**src/rtl/dpd_capture_sequencer.sv**
```systemverilog
// DPD capture sequencer.
// Arms on a pulse and waits for an immediate or external trigger. After a
// programmable delay it issues one cap_trigger pulse per buffer capture and
// waits for the buffer's done edge. Between captures it waits a programmable
// interval. A capture that never completes is caught by a timeout.
module dpd_capture_sequencer #(
    parameter int unsigned DLY_W = 16,
    parameter int unsigned CNT_W = 8,
    parameter int unsigned TO_W  = 20
) (
    input  logic             data_clk,
    input  logic             data_rstn,
    input  logic             arm,
    input  logic             abort,
    input  logic             trig_src,
    input  logic             ext_trig,
    input  logic [DLY_W-1:0] trig_delay,
    input  logic [CNT_W-1:0] num_caps,
    input  logic [DLY_W-1:0] interval,
    input  logic             cap_done,
    output logic             cap_trigger,
    output logic             busy,
    output logic             seq_done,
    output logic             timeout_err,
    output logic [CNT_W-1:0] cap_index
);

    typedef enum logic [2:0] {
        IDLE,
        WAIT_TRIG,
        DELAY,
        FIRE,
        CAPTURE,
        INTERVAL
    } state_t;

    // The timeout fires on the cycle whose increment would make the counter
    // reach all-ones, which gives exactly 2^TO_W-1 CAPTURE cycles.
    localparam logic [TO_W-1:0] TO_LAST = {{(TO_W-1){1'b1}}, 1'b0};

    state_t             state;
    logic               trig_src_l;
    logic [DLY_W-1:0]   trig_delay_l;
    logic [CNT_W-1:0]   num_caps_l;
    logic [DLY_W-1:0]   interval_l;
    // One down-counter serves both DELAY and INTERVAL. The two states never
    // overlap, so they cannot interfere.
    logic [DLY_W-1:0]   wait_cnt;
    logic [TO_W-1:0]    to_cnt;
    logic               ext_trig_q;
    logic               cap_done_q;

    logic               ext_rise;
    logic               done_rise;
    logic [CNT_W-1:0]   cap_index_inc;

    assign ext_rise      = ext_trig & ~ext_trig_q;
    // An edge is required, so a done level left high by the previous capture
    // can never complete the current one.
    assign done_rise     = cap_done & ~cap_done_q;
    assign cap_index_inc = cap_index + 1'b1;

    // Sequencer FSM with all outputs and counters registered
    always_ff @(posedge data_clk or negedge data_rstn) begin
        if (!data_rstn) begin
            state        <= IDLE;
            trig_src_l   <= 1'b0;
            trig_delay_l <= '0;
            num_caps_l   <= '0;
            interval_l   <= '0;
            wait_cnt     <= '0;
            to_cnt       <= '0;
            ext_trig_q   <= 1'b0;
            cap_done_q   <= 1'b0;
            cap_trigger  <= 1'b0;
            busy         <= 1'b0;
            seq_done     <= 1'b0;
            timeout_err  <= 1'b0;
            cap_index    <= '0;
        end else begin
            // NOTE: non-blocking assignments throughout. Every branch below
            // reads the pre-edge values of state and the counters, which is
            // what a flop does.
            ext_trig_q  <= ext_trig;
            cap_done_q  <= cap_done;
            cap_trigger <= 1'b0;

            if (abort) begin
                state <= IDLE;
                busy  <= 1'b0;
            end else begin
                case (state)
                    IDLE: begin
                        if (arm) begin
                            trig_src_l   <= trig_src;
                            trig_delay_l <= trig_delay;
                            num_caps_l   <= num_caps;
                            interval_l   <= interval;
                            cap_index    <= '0;
                            seq_done     <= 1'b0;
                            timeout_err  <= 1'b0;
                            busy         <= 1'b1;
                            state        <= WAIT_TRIG;
                        end
                    end

                    WAIT_TRIG: begin
                        if (!trig_src_l || ext_rise) begin
                            wait_cnt <= trig_delay_l;
                            state    <= DELAY;
                        end
                    end

                    DELAY, INTERVAL: begin
                        if (wait_cnt == '0) begin
                            cap_trigger <= 1'b1;
                            state       <= FIRE;
                        end else begin
                            wait_cnt <= wait_cnt - 1'b1;
                        end
                    end

                    FIRE: begin
                        to_cnt <= '0;
                        state  <= CAPTURE;
                    end

                    CAPTURE: begin
                        to_cnt <= to_cnt + 1'b1;
                        // A done edge wins over a timeout in the same cycle.
                        if (done_rise) begin
                            cap_index <= cap_index_inc;
                            if ((num_caps_l != '0) && (cap_index_inc == num_caps_l)) begin
                                seq_done <= 1'b1;
                                busy     <= 1'b0;
                                state    <= IDLE;
                            end else begin
                                wait_cnt <= interval_l;
                                state    <= INTERVAL;
                            end
                        end else if (to_cnt == TO_LAST) begin
                            timeout_err <= 1'b1;
                            busy        <= 1'b0;
                            state       <= IDLE;
                        end
                    end

                    default: begin
                        busy  <= 1'b0;
                        state <= IDLE;
                    end
                endcase
            end
        end
    end

endmodule

```
**config.mk**
```make
export PLATFORM = sky130hd
export DESIGN_NAME = dpd_capture_sequencer
export DESIGN_NICKNAME = d
export VERILOG_FILES = /design/src/rtl/dpd_capture_sequencer.sv
export SDC_FILE = /design/constraint.sdc
export NUM_CORES = 1
export LEC_CHECK = 0
export CAP_MARGIN = 10
export CORE_MARGIN = 2
export CORE_UTILIZATION = 30
export DETAILED_ROUTE_END_ITERATION = 12
export HOLD_SLACK_MARGIN = 0.1
export PLACE_DENSITY = 0.57
export SLEW_MARGIN = 15
export SYNTH_ARGS = -nofsm -noshare
export SYNTH_HDL_FRONTEND = slang
export SYNTH_SLANG_ARGS = --single-unit
```
**constraint.sdc**
```tcl
create_clock -name data_clk -period 4.5 [get_ports data_clk]
set_clock_uncertainty 0.15 [all_clocks]
set_input_delay 0.9 -clock data_clk [delete_from_list [all_inputs] [get_ports data_clk]]
set_output_delay 0.9 -clock data_clk [all_outputs]
set_load 0.1 [all_outputs]
```
---- Word level (Yosys, flattened, before mapping) ----
Cells that the tools add are included.
Widths: inputs -> output; s select.
cells by class
  bitwise logic cells ..................... 5
  muxes and demuxes ....................... 33
  reductions and logical operators ........ 19
  add/subtract/negate cells ............... 3
  equal/unequal tests ..................... 21
operators by type and width
  kind                   count
  $mux 16                4
  $pmux 16 s3            1
  $pmux 20 s2            1
  $mux 3                 7
  $add 20x1->20 const B  1
  $eq 20x20->1 const B   1
  $logic_not 16->1       1
  $mux 8                 2
  $ne 2x2->1 const B     8
  $pmux 8 s2             1
  $sub 16x1->16 const B  1
  $pmux 3 s5             1
  $mux 1                 13
  $reduce_and 4->1       3
  $reduce_and 5->1       2
  $ne 3x3->1 const B     3
  $add 8x1->8 const B    1
  $eq 8x8->1             1
  $ne 4x4->1 const B     2
  $reduce_bool 8->1      1
  $eq 3x2->1 const B     2
  $eq 3x3->1 const B     2
  $reduce_and 6->1       1
  $pmux 1 s2             2
  15 further kinds       19
word-level totals
  word-level logic and storage cells ...... 95
  bits in registers ....................... 94
  input bits .............................. 47
  output and inout bits ................... 12

---- Logic depth before layout (Yosys ltp) ----
Gate-level depths: netlist (run 1).
  depth after elaboration ................. 7
  mapped depth ............................ 9
  gate-level depth less buffers ........... 8

---- Worst setup path before layout (run 1) ----
Ideal clock, no wire load.
  path kind ............................... register -> register
  from .................................... reg cap_index[0]
  to ...................................... reg wait_cnt[4]
  path slack .............................. 1.225 ns
  required time ........................... 4.223 ns
  period minus slack after synthesis ...... 3.275 ns
  stages on the path, launching flop included .. 9
  setup time .............................. 0.127 ns
  arrival ................................. 2.998 ns
  buffers on the path ..................... 1
  path through ............................ dfrtp_1 ha_1 nand3_1 or3_1 a222oi_1 nand3_2 nand2_2 buf_6 mux2_1
between the ends
  word-level cells in the longest chain between the ends .. 5
ends and longest elaborated chain
  what                        RTL line  text
  from (decl)                 25        output logic [CNT_W-1:0] cap_index
  from (signal assigned)      132       cap_index <= cap_index_inc;
  $add 8x1->8                 61        assign cap_index_inc = cap_index + 1'b1;
  $eq 8x8->1                  133       if ((num_caps_l != '0) && (cap_index_inc == num_caps_l)) begin
  $logic_and 1x1->1           133
  $ne 2x2->1 (no line)        n/a
  $reduce_and 6->1 (no line)  n/a
  to (signal assigned)        109       wait_cnt <= trig_delay_l;
  to (signal assigned)        119       wait_cnt <= wait_cnt - 1'b1;
  to (signal assigned)        138       wait_cnt <= interval_l;
  to (decl)                   48        logic [DLY_W-1:0] wait_cnt;
Every way passes these cells.
A chain may end at the register's enable or synchronous reset.

---- Worst setup path after layout (run 1) ----
  from .................................... reg cap_index[0]
  to ...................................... reg wait_cnt[2]
Same word-level chain as after synthesis.

==> insert_results.sql, run 1 <==
INSERT INTO impl_metrics (metric_group, metric, value, unit) VALUES
('yosys', 'yosysTopAreaCell', 'sky130_fd_sc_hd__dfrtp_1', ''),
('setup_path', 'r2r.worst_path.cells', '7', ''),
('setup_path', 'critical_path_required', '4.58', 'ns'),
('sta', 'final-max-slew-violation-count', '0', ''),
('run_status', 'outcome', 'complete, no violations', ''),
('pwr', 'finalPower', '2.462', 'mW'),
('drt', 'antenna_left', '0', ''),
('finish', 'fin_nets', '611', ''),
('finish', 'final_util', '0.3701', ''),
('finish', 'antenna-diode-count', '0', ''),
('yosys', 'async_flop_share', '1.000', ''),
('yosys', 'synthTopCellsByCount', 'sky130_fd_sc_hd__dfrtp_1 (94), sky130_fd_sc_hd__nor2_1 (45), sky130_fd_sc_hd__mux2_2 (42)', ''),
('pwr', 'p_leak', '2.461', 'nW'),
('grt', 'first_global_vias', '4125', ''),
('finish', 'flow.area_growth_from_synthesis', '21.39', '%'),
('flow_run', 'cap_viol_max_count', '0', ''),
('yosys', 'postSynthRegisterBits', '94', ''),
('clock_tree', 'cts_resized', '0', ''),
('sta', 'setup_tns', '0', 'ns'),
('sta', 'worstMarginPinSlew', '1.125', 'ns'),
('sta', 'maxClockFrequency', '0.3077', 'GHz'),
('floorplan', 'die_ar', '0.01778', 'mm^2'),
('clock_tree', 'hold_buffers', '0', ''),
('floorplan', 'fp.dieW', '133.4', 'um'),
('sta', 'setup_violations', '0', ''),
('setup_path', 'criticalPathCategory', 'reg2reg', ''),
('yosys', 'yosys.cell_count.top_type', 'sky130_fd_sc_hd__dfrtp_1', ''),
('sta', 'fin_crit_share', '0.7222', ''),
('setup_path', 'critical_path.reg2reg.startpoint', 'cap_index[0]', ''),
('yosys', 'synthTopCellsByArea', 'sky130_fd_sc_hd__dfrtp_1 (47%), sky130_fd_sc_hd__mux2_2 (9.4%), sky130_fd_sc_hd__nor2_1 (3.4%), sky130_fd_sc_hd__o21ai_0 (3.3%), sky130_fd_sc_hd__nand3_1 (3.0%)', ''),
('clock_tree', 'max-clock-path-buffers', '2', ''),
('sta', 'post-route-min-period', '3.250', 'ns'),
('drt', 'via_per_inst', '5.139', ''),
('pwr', 'powerDensity', '404.1', 'mW/mm^2'),
('drt', 'route.detailed.drc', '0', ''),
('sta', 'timing.final.hold_violations', '0', ''),
('placement', 'place_congestion', '0.8733', ''),
('clock_tree', 'postCtsSetupRepairBufs', '0', ''),
('setup_path', 'critical_path.max_fanout', '13', ''),
('sta', 'holdWs', '0.3516', 'ns'),
('floorplan', 'core.rowCount', '47', ''),
('yosys', 'mappedNetlistArea', '0.005020', 'mm^2'),
('setup_path', 'minimum_setup_slack_among_reg_to_reg_paths', '1.25', 'ns'),
('yosys', 'synth_fp_nets', '560', ''),
('sta', 'max-slew-margin-rel', '0.2476', ''),
('drt', 'num_vias', '4029', ''),
('yosys', 'yosys_warnings', '0', ''),
('clock_tree', 'htree_num_levels', '3', ''),
('clock_tree', 'cts_inserted_buffers', '9', ''),
('yosys', 'syn-instance-count', '509', ''),
('yosys', 'synth_ff_type', 'sky130_fd_sc_hd__dfrtp_1', ''),
('grt', 'grt_first_pass_wirelength', '21.00', 'mm'),
('setup_path', 'worstSetupStartpointType', 'flop', ''),
('placement', 'dpl.cell_count', '769', ''),
('setup_path', 'endpoint_kind', 'flop', ''),
('pwr', 'maximum_vdd_ir_drop', '0.0002098', 'V'),
('clock_tree', 'clock_sinks', '94', ''),
('drt', 'avgRoutedWirePerCell', '15.81', 'um'),
('placement', 'io_buffers', '58', ''),
('clock_tree', 'tritoncts', 'done', ''),
('yosys', 'syn_area_per_cell', '9.862', 'um^2'),
('grt', 'grt_start_max_net_pins', '75', ''),
('sta', 'setup_repair_after_global_routing_missed_its_margin', 'no', ''),
('yosys', 'synth_top_area_frac', '0.4686', ''),
('clock_tree', 'worstSkewPairLatency', '0.35', 'ns'),
('floorplan', 'start_util', '0.3049', ''),
('placement', 'hpwl_after_detailed_placement', '8.860', 'mm'),
('yosys', 'synth.distinct_cells', '59', ''),
('setup_path', 'worstPathArrival', '3.33', 'ns'),
('grt', 'globalRouteTotalUtil', '0.1469', ''),
('min_path', 'hold_crit_endpoint', 'timeout_err', '');
[worst max-delay path, cell delays in order, from the launching register on]
cell	delay (ns)
sky130_fd_sc_hd__dfrtp_1	0.47
sky130_fd_sc_hd__ha_1	0.32
sky130_fd_sc_hd__nand3_1	0.18
sky130_fd_sc_hd__or3_1	0.34
sky130_fd_sc_hd__a222oi_1	0.57
sky130_fd_sc_hd__nand3_2	0.37
sky130_fd_sc_hd__nand2_2	0.35
sky130_fd_sc_hd__mux2_2	0.37
[placed cells by master, fill, tap and decap left out, types with 3 or more instances in the layout]
cell	n
sky130_fd_sc_hd__nor4_1	6
sky130_fd_sc_hd__clkdlybuf4s50_1	57
sky130_fd_sc_hd__o31ai_1	6
sky130_fd_sc_hd__o211ai_1	5
sky130_fd_sc_hd__nand2b_1	4
sky130_fd_sc_hd__buf_4	9
sky130_fd_sc_hd__a31oi_1	5
sky130_fd_sc_hd__mux2_2	42
sky130_fd_sc_hd__o21ai_0	33
sky130_fd_sc_hd__and3_1	9
sky130_fd_sc_hd__or2_2	4
sky130_fd_sc_hd__xor2_1	15
sky130_fd_sc_hd__nand2_1	34
sky130_fd_sc_hd__a21oi_1	29
sky130_fd_sc_hd__dfrtp_1	94
sky130_fd_sc_hd__nand3_1	29
sky130_fd_sc_hd__nand4_1	5
sky130_fd_sc_hd__inv_1	9
sky130_fd_sc_hd__a22oi_1	4
sky130_fd_sc_hd__o22ai_1	4
sky130_fd_sc_hd__a221oi_1	3
sky130_fd_sc_hd__a22o_1	3
sky130_fd_sc_hd__and2_1	5
sky130_fd_sc_hd__a21o_1	3
sky130_fd_sc_hd__and3b_1	3
sky130_fd_sc_hd__clkbuf_1	3
sky130_fd_sc_hd__xnor2_1	14
sky130_fd_sc_hd__clkbuf_16	9
sky130_fd_sc_hd__nor2_1	45
sky130_fd_sc_hd__o2bb2ai_1	6
sky130_fd_sc_hd__nor2b_1	7
sky130_fd_sc_hd__ha_1	4
sky130_fd_sc_hd__or3_1	7
sky130_fd_sc_hd__nor3_1	8
[routing by layer]
layer / vias to the layer above / GRT usage / wire length [um]
li1: 1960 / - / -
met1: 1971 / 0.1953 / 5663
met4: 0 / 0.04965 / 105
met3: 9 / 0.03158 / 604
met2: 89 / 0.2383 / 6022
met5: - / 0 / 0
[area by class of cell]
type,count,area [um^2]
Clock inverter,1,5.005
Timing Repair Buffer,66,638.1
Tap cell,220,275.3
Clock buffer,14,264.0
Fill cell,1665,10370
Sequential cell,94,2352
Multi-Input combinational cell,380,2525
Inverter,9,33.78
[where the power goes]
part	leakage [nW]	total [mW]	internal (mW)	switching [mW]
Combinational	1.14	0.569	0.291	0.278
Clock	0.133	0.707	0.401	0.306
Sequential	1.18	1.19	1.02	0.168
[worst max-delay path by stage]
stage,startpoint,endpoint,slack [ns],cells past startpoint
finish,cap_index[0],wait_cnt[2],1.25,7
global placement,cap_done,wait_cnt[4],1.26,8
floorplan,cap_index[0],wait_cnt[4],1.22,8
CTS,cap_index[0],wait_cnt[2],1.24,7
detailed placement,abort,wait_cnt[4],1.19,6
global route,cap_index[0],wait_cnt[2],0.91,7
[sequential cells by signal (all words and copies together), names as in the netlist]
name / count
interval_l: 16
trig_src_l: 1
seq_done: 1
cap_trigger: 1
busy: 1
timeout_err: 1
trig_delay_l: 16
cap_done_q: 1
wait_cnt: 16
cap_index: 8
num_caps_l: 8
to_cnt: 20
state: 3
ext_trig_q: 1
[kinds of logic after synthesis]
| family | synth area share |
|---|---|
| AOI/OAI and AO/OA | 0.1563 |
| xor gates and xnor gates | 0.05060 |
| adders and majority gates | 0.009970 |
| buffers and inverters | 0.02941 |
| DFF | 0.4686 |
| muxes | 0.1027 |
| and+or+nand+nor | 0.1825 |
[metrics by stage]
step | setup WS (ns) | instance area (um^2)
2_1_floorplan | 1.225 | 5020
6_report | 1.250 | 6093
3_5_place_dp | 1.194 | 5824
5_1_grt | 0.9127 | 6093
3_3_place_gp | 1.257 | 5824
4_1_cts | 1.237 | 6093
No activity file was read; power rests on OpenSTA's default activity.
==> inputs of run 2 (changes only) <==
clock period = 3.03 ns   (was 4.5 ns; I/O delays follow)
==> run 2 against run 1 <==
Net effect: routed wire length is 1.9% higher; non-clock buffer count is 12 higher; final cell count is 1.7% higher; first-iteration DRC count is 13% higher; final area is 2.7% higher; largest cell class unchanged; highest routed layer unchanged.
==> insert_results.sql, run 2 (same netlist as run 1, synthesis figures left out) <==
INSERT INTO impl_metrics (metric_group, metric, value, unit) VALUES
('sta', 'setup_repair_after_global_routing_missed_its_margin', 'no', ''),
('drt', 'via_per_inst', '5.137', ''),
('floorplan', 'start_util', '0.3049', ''),
('sta', 'setup_violations', '0', ''),
('drt', 'drt_first_iter_violations', '330', ''),
('pwr', 'p_leak', '2.583', 'nW'),
('floorplan', 'fp.dieH', '133.4', 'um'),
('floorplan', 'core', '0.01647', 'mm^2'),
('setup_path', 'critical_path_required', '3.11', 'ns'),
('floorplan', 'core.rowCount', '47', ''),
('drt', 'drt_wl_total', '12.63', 'mm'),
('setup_path', 'crit_path_cell_trace', 'ha_1 -> nand3_1 -> or3_1 -> a222oi_1 -> buf_4 -> nand3_2 -> nand2_2 -> mux2_2', ''),
('setup_path', 'worstPathArrival', '2.81', 'ns'),
('clock_tree', 'htree_num_levels', '3', ''),
('run_status', 'outcome', 'complete, no violations', ''),
('finish', 'most_frequent_standard_cell_in_the_layout_excluding_fill_and_tap_cells', 'sky130_fd_sc_hd__dfrtp_1', ''),
('sta', 'timing.final.hold_violations', '0', ''),
('pwr', 'maximum_vdd_ir_drop', '0.0002543', 'V'),
('pwr', 'p_seq_frac', '0.447', ''),
('placement', 'io_buffers', '58', ''),
('placement', 'place_congestion', '0.8365', ''),
('finish', 'final_cell_mix', 'sky130_fd_sc_hd__dfrtp_1 (91), sky130_fd_sc_hd__nor2_1 (45), sky130_fd_sc_hd__clkdlybuf4s50_1 (45), sky130_fd_sc_hd__mux2_2 (42), sky130_fd_sc_hd__nand2_1 (34)', ''),
('setup_path', 'worst_path_max_delay_cell', 'sky130_fd_sc_hd__dfrtp_2', ''),
('grt', 'grt_first_pass_wirelength', '21.05', 'mm'),
('pwr', 'powerDensity', '630.6', 'mW/mm^2'),
('drt', 'num_vias', '4094', ''),
('clock_tree', 'worstSkewPairLatency', '0.35', 'ns'),
('finish', 'largest_register_ff_count', '20', ''),
('floorplan', 'fp.dieW', '133.4', 'um'),
('drt', 'route.detailed.drc', '0', ''),
('sta', 'post-route-min-period', '2.725', 'ns'),
('pwr', 'share_clk_of_total_power', '0.329', ''),
('grt', 'first_global_vias', '4079', ''),
('setup_path', 'critical_path.max_fanout', '8', ''),
('finish', 'final_layout_size_suffix_gt1_frac', '0.1785', ''),
('clock_tree', 'max-clock-path-buffers', '2', ''),
('min_path', 'worst_hold_path_type', 'in2async', ''),
('setup_path', 'criticalPathCategory', 'reg2reg', ''),
('sta', 'worstMarginPinSlew', '0.6620', 'ns'),
('clock_tree', 'clk_transition_reported_paths', '0.07', 'ns'),
('pwr', 'net-switching-power', '1.173', 'mW'),
('flow_run', 'cap_viol_max_count', '0', ''),
('pwr', 'comb_power_share', '0.224', ''),
('finish', 'fin_nets', '623', ''),
('sta', 'fin_crit_share', '0.8993', ''),
('sta', 'setup_tns', '0', 'ns'),
('grt', 'initial_antenna_violation_count', '0', ''),
('finish', 'antenna-diode-count', '0', ''),
('grt', 'overflow', '0', ''),
('placement', 'dp_slack', '0.1100', 'ns'),
('setup_path', 'worstSetupStartpointType', 'flop', ''),
('setup_path', 'cp_peak_stage_delay', '0.44', 'ns'),
('sta', 'maxClockFrequency', '0.3670', 'GHz'),
('clock_tree', 'tritoncts', 'done', ''),
('grt', 'globalRouteTotalUtil', '0.1491', ''),
('floorplan', 'die_ar', '0.01778', 'mm^2'),
('sta', 'max-slew-margin-rel', '0.5553', ''),
('finish', 'registers.top_by_ff_count', 'to_cnt', ''),
('floorplan', 'num_io_pins', '59', ''),
('sta', 'final.setup.worst_slack', '0.3051', 'ns'),
('grt', 'grt_start_max_net_pins', '49', ''),
('clock_tree', 'cts_resized', '0', ''),
('placement', 'hpwl_after_detailed_placement', '9.211', 'mm'),
('clock_tree', 'cts_inserted_buffers', '9', ''),
('pwr', 'netSwitchingFraction', '0.2972', ''),
('drt', 'antenna_left', '0', ''),
('setup_path', 'endpoint_kind', 'flop', ''),
('clock_tree', 'cts_root_buffer', 'sky130_fd_sc_hd__clkbuf_16', ''),
('clock_tree', 'hold_buffers', '0', ''),
('drt', 'avgRoutedWirePerCell', '15.84', 'um'),
('clock_tree', 'clock_sinks', '94', ''),
('sta', 'final-max-slew-violation-count', '0', ''),
('finish', 'flow.area_growth_from_synthesis', '24.68', '%'),
('pwr', 'p_int', '2.774', 'mW'),
('drt', 'dr.pass1.iters', '5', ''),
('clock_tree', 'postCtsSetupRepairBufs', '0', '');
[run 2: layout make-up]
class | instances | area [um^2]
clock inverter | 7 | 120.1
fill | 1639 | 10210
clock buffer | 9 | 225.2
inverter | 9 | 33.78
tap | 220 | 275.3
sequential | 94 | 2356
timing repair buffer | 78 | 723.2
multi-input combinational | 380 | 2525
[run 2: worst max-delay path: cells and delay by family, from the launching register on]
kind / cells / cell delay (ns)
flops: 1 / 0.44
mux: 1 / 0.36
compound gates: 1 / 0.36
fa+ha+maj: 1 / 0.30
buf+inv: 1 / 0.19
simple gates: 4 / 0.79
[run 2: worst paths after layout]
| kind | start | slack [ns] | endpoint | cells past startpoint |
|---|---|---|---|---|
| worst max-delay path | cap_index[0] | 0.31 | wait_cnt[2] | 8 |
| worst min-delay path | data_rstn | 0.12 | cap_index[2] | 1 |
| worst max register to register | cap_index[0] | 0.31 | wait_cnt[2] | 8 |
| worst min register to register | timeout_err | 0.35 | timeout_err | 1 |
| max in group asynchronous | data_rstn | 1.93 | state[2] | 2 |
| min in group data_clk | timeout_err | 0.35 | timeout_err | 1 |
[run 2: through the flow]
| step | cell area (um^2) | util | cells | hold slack (ns) | power, mW |
|---|---|---|---|---|---|
| 2_1_floorplan | 5024 | - | 509 | 0.1604 | 2.332 |
| 3_3_place_gp | 5913 | 0.3591 | 781 | 0.3298 | 2.625 |
| 3_5_place_dp | 5913 | 0.3591 | 781 | 0.3424 | 2.669 |
| 4_1_cts | 6259 | 0.3801 | 797 | 0.1509 | 3.999 |
| 5_1_grt | 6259 | 0.3801 | 797 | 0.1666 | 4.184 |
| 6_report | 6259 | 0.3801 | 797 | 0.1216 | 3.946 |
[run 2: power by group through the flow]
stage               logic (mW)  registers [mW]  clock network [mW]
finish                   0.885            1.76                1.30
global route             0.988            1.80                1.40
floorplan                0.600            1.73                   0
detailed placement       0.890            1.78                   0
global placement         0.860            1.77                   0
CTS                      0.892            1.76                1.35
[run 2: metal layers]
| layer | vias to the layer above | wire length [um] | GRT usage |
|---|---|---|---|
| li1 | 1991 | - | - |
| met1 | 1999 | 5751 | 0.1948 |
| met2 | 94 | 6215 | 0.2474 |
| met3 | 10 | 540 | 0.04033 |
| met4 | 0 | 119 | 0.03487 |
| met5 | - | 0 | 0 |
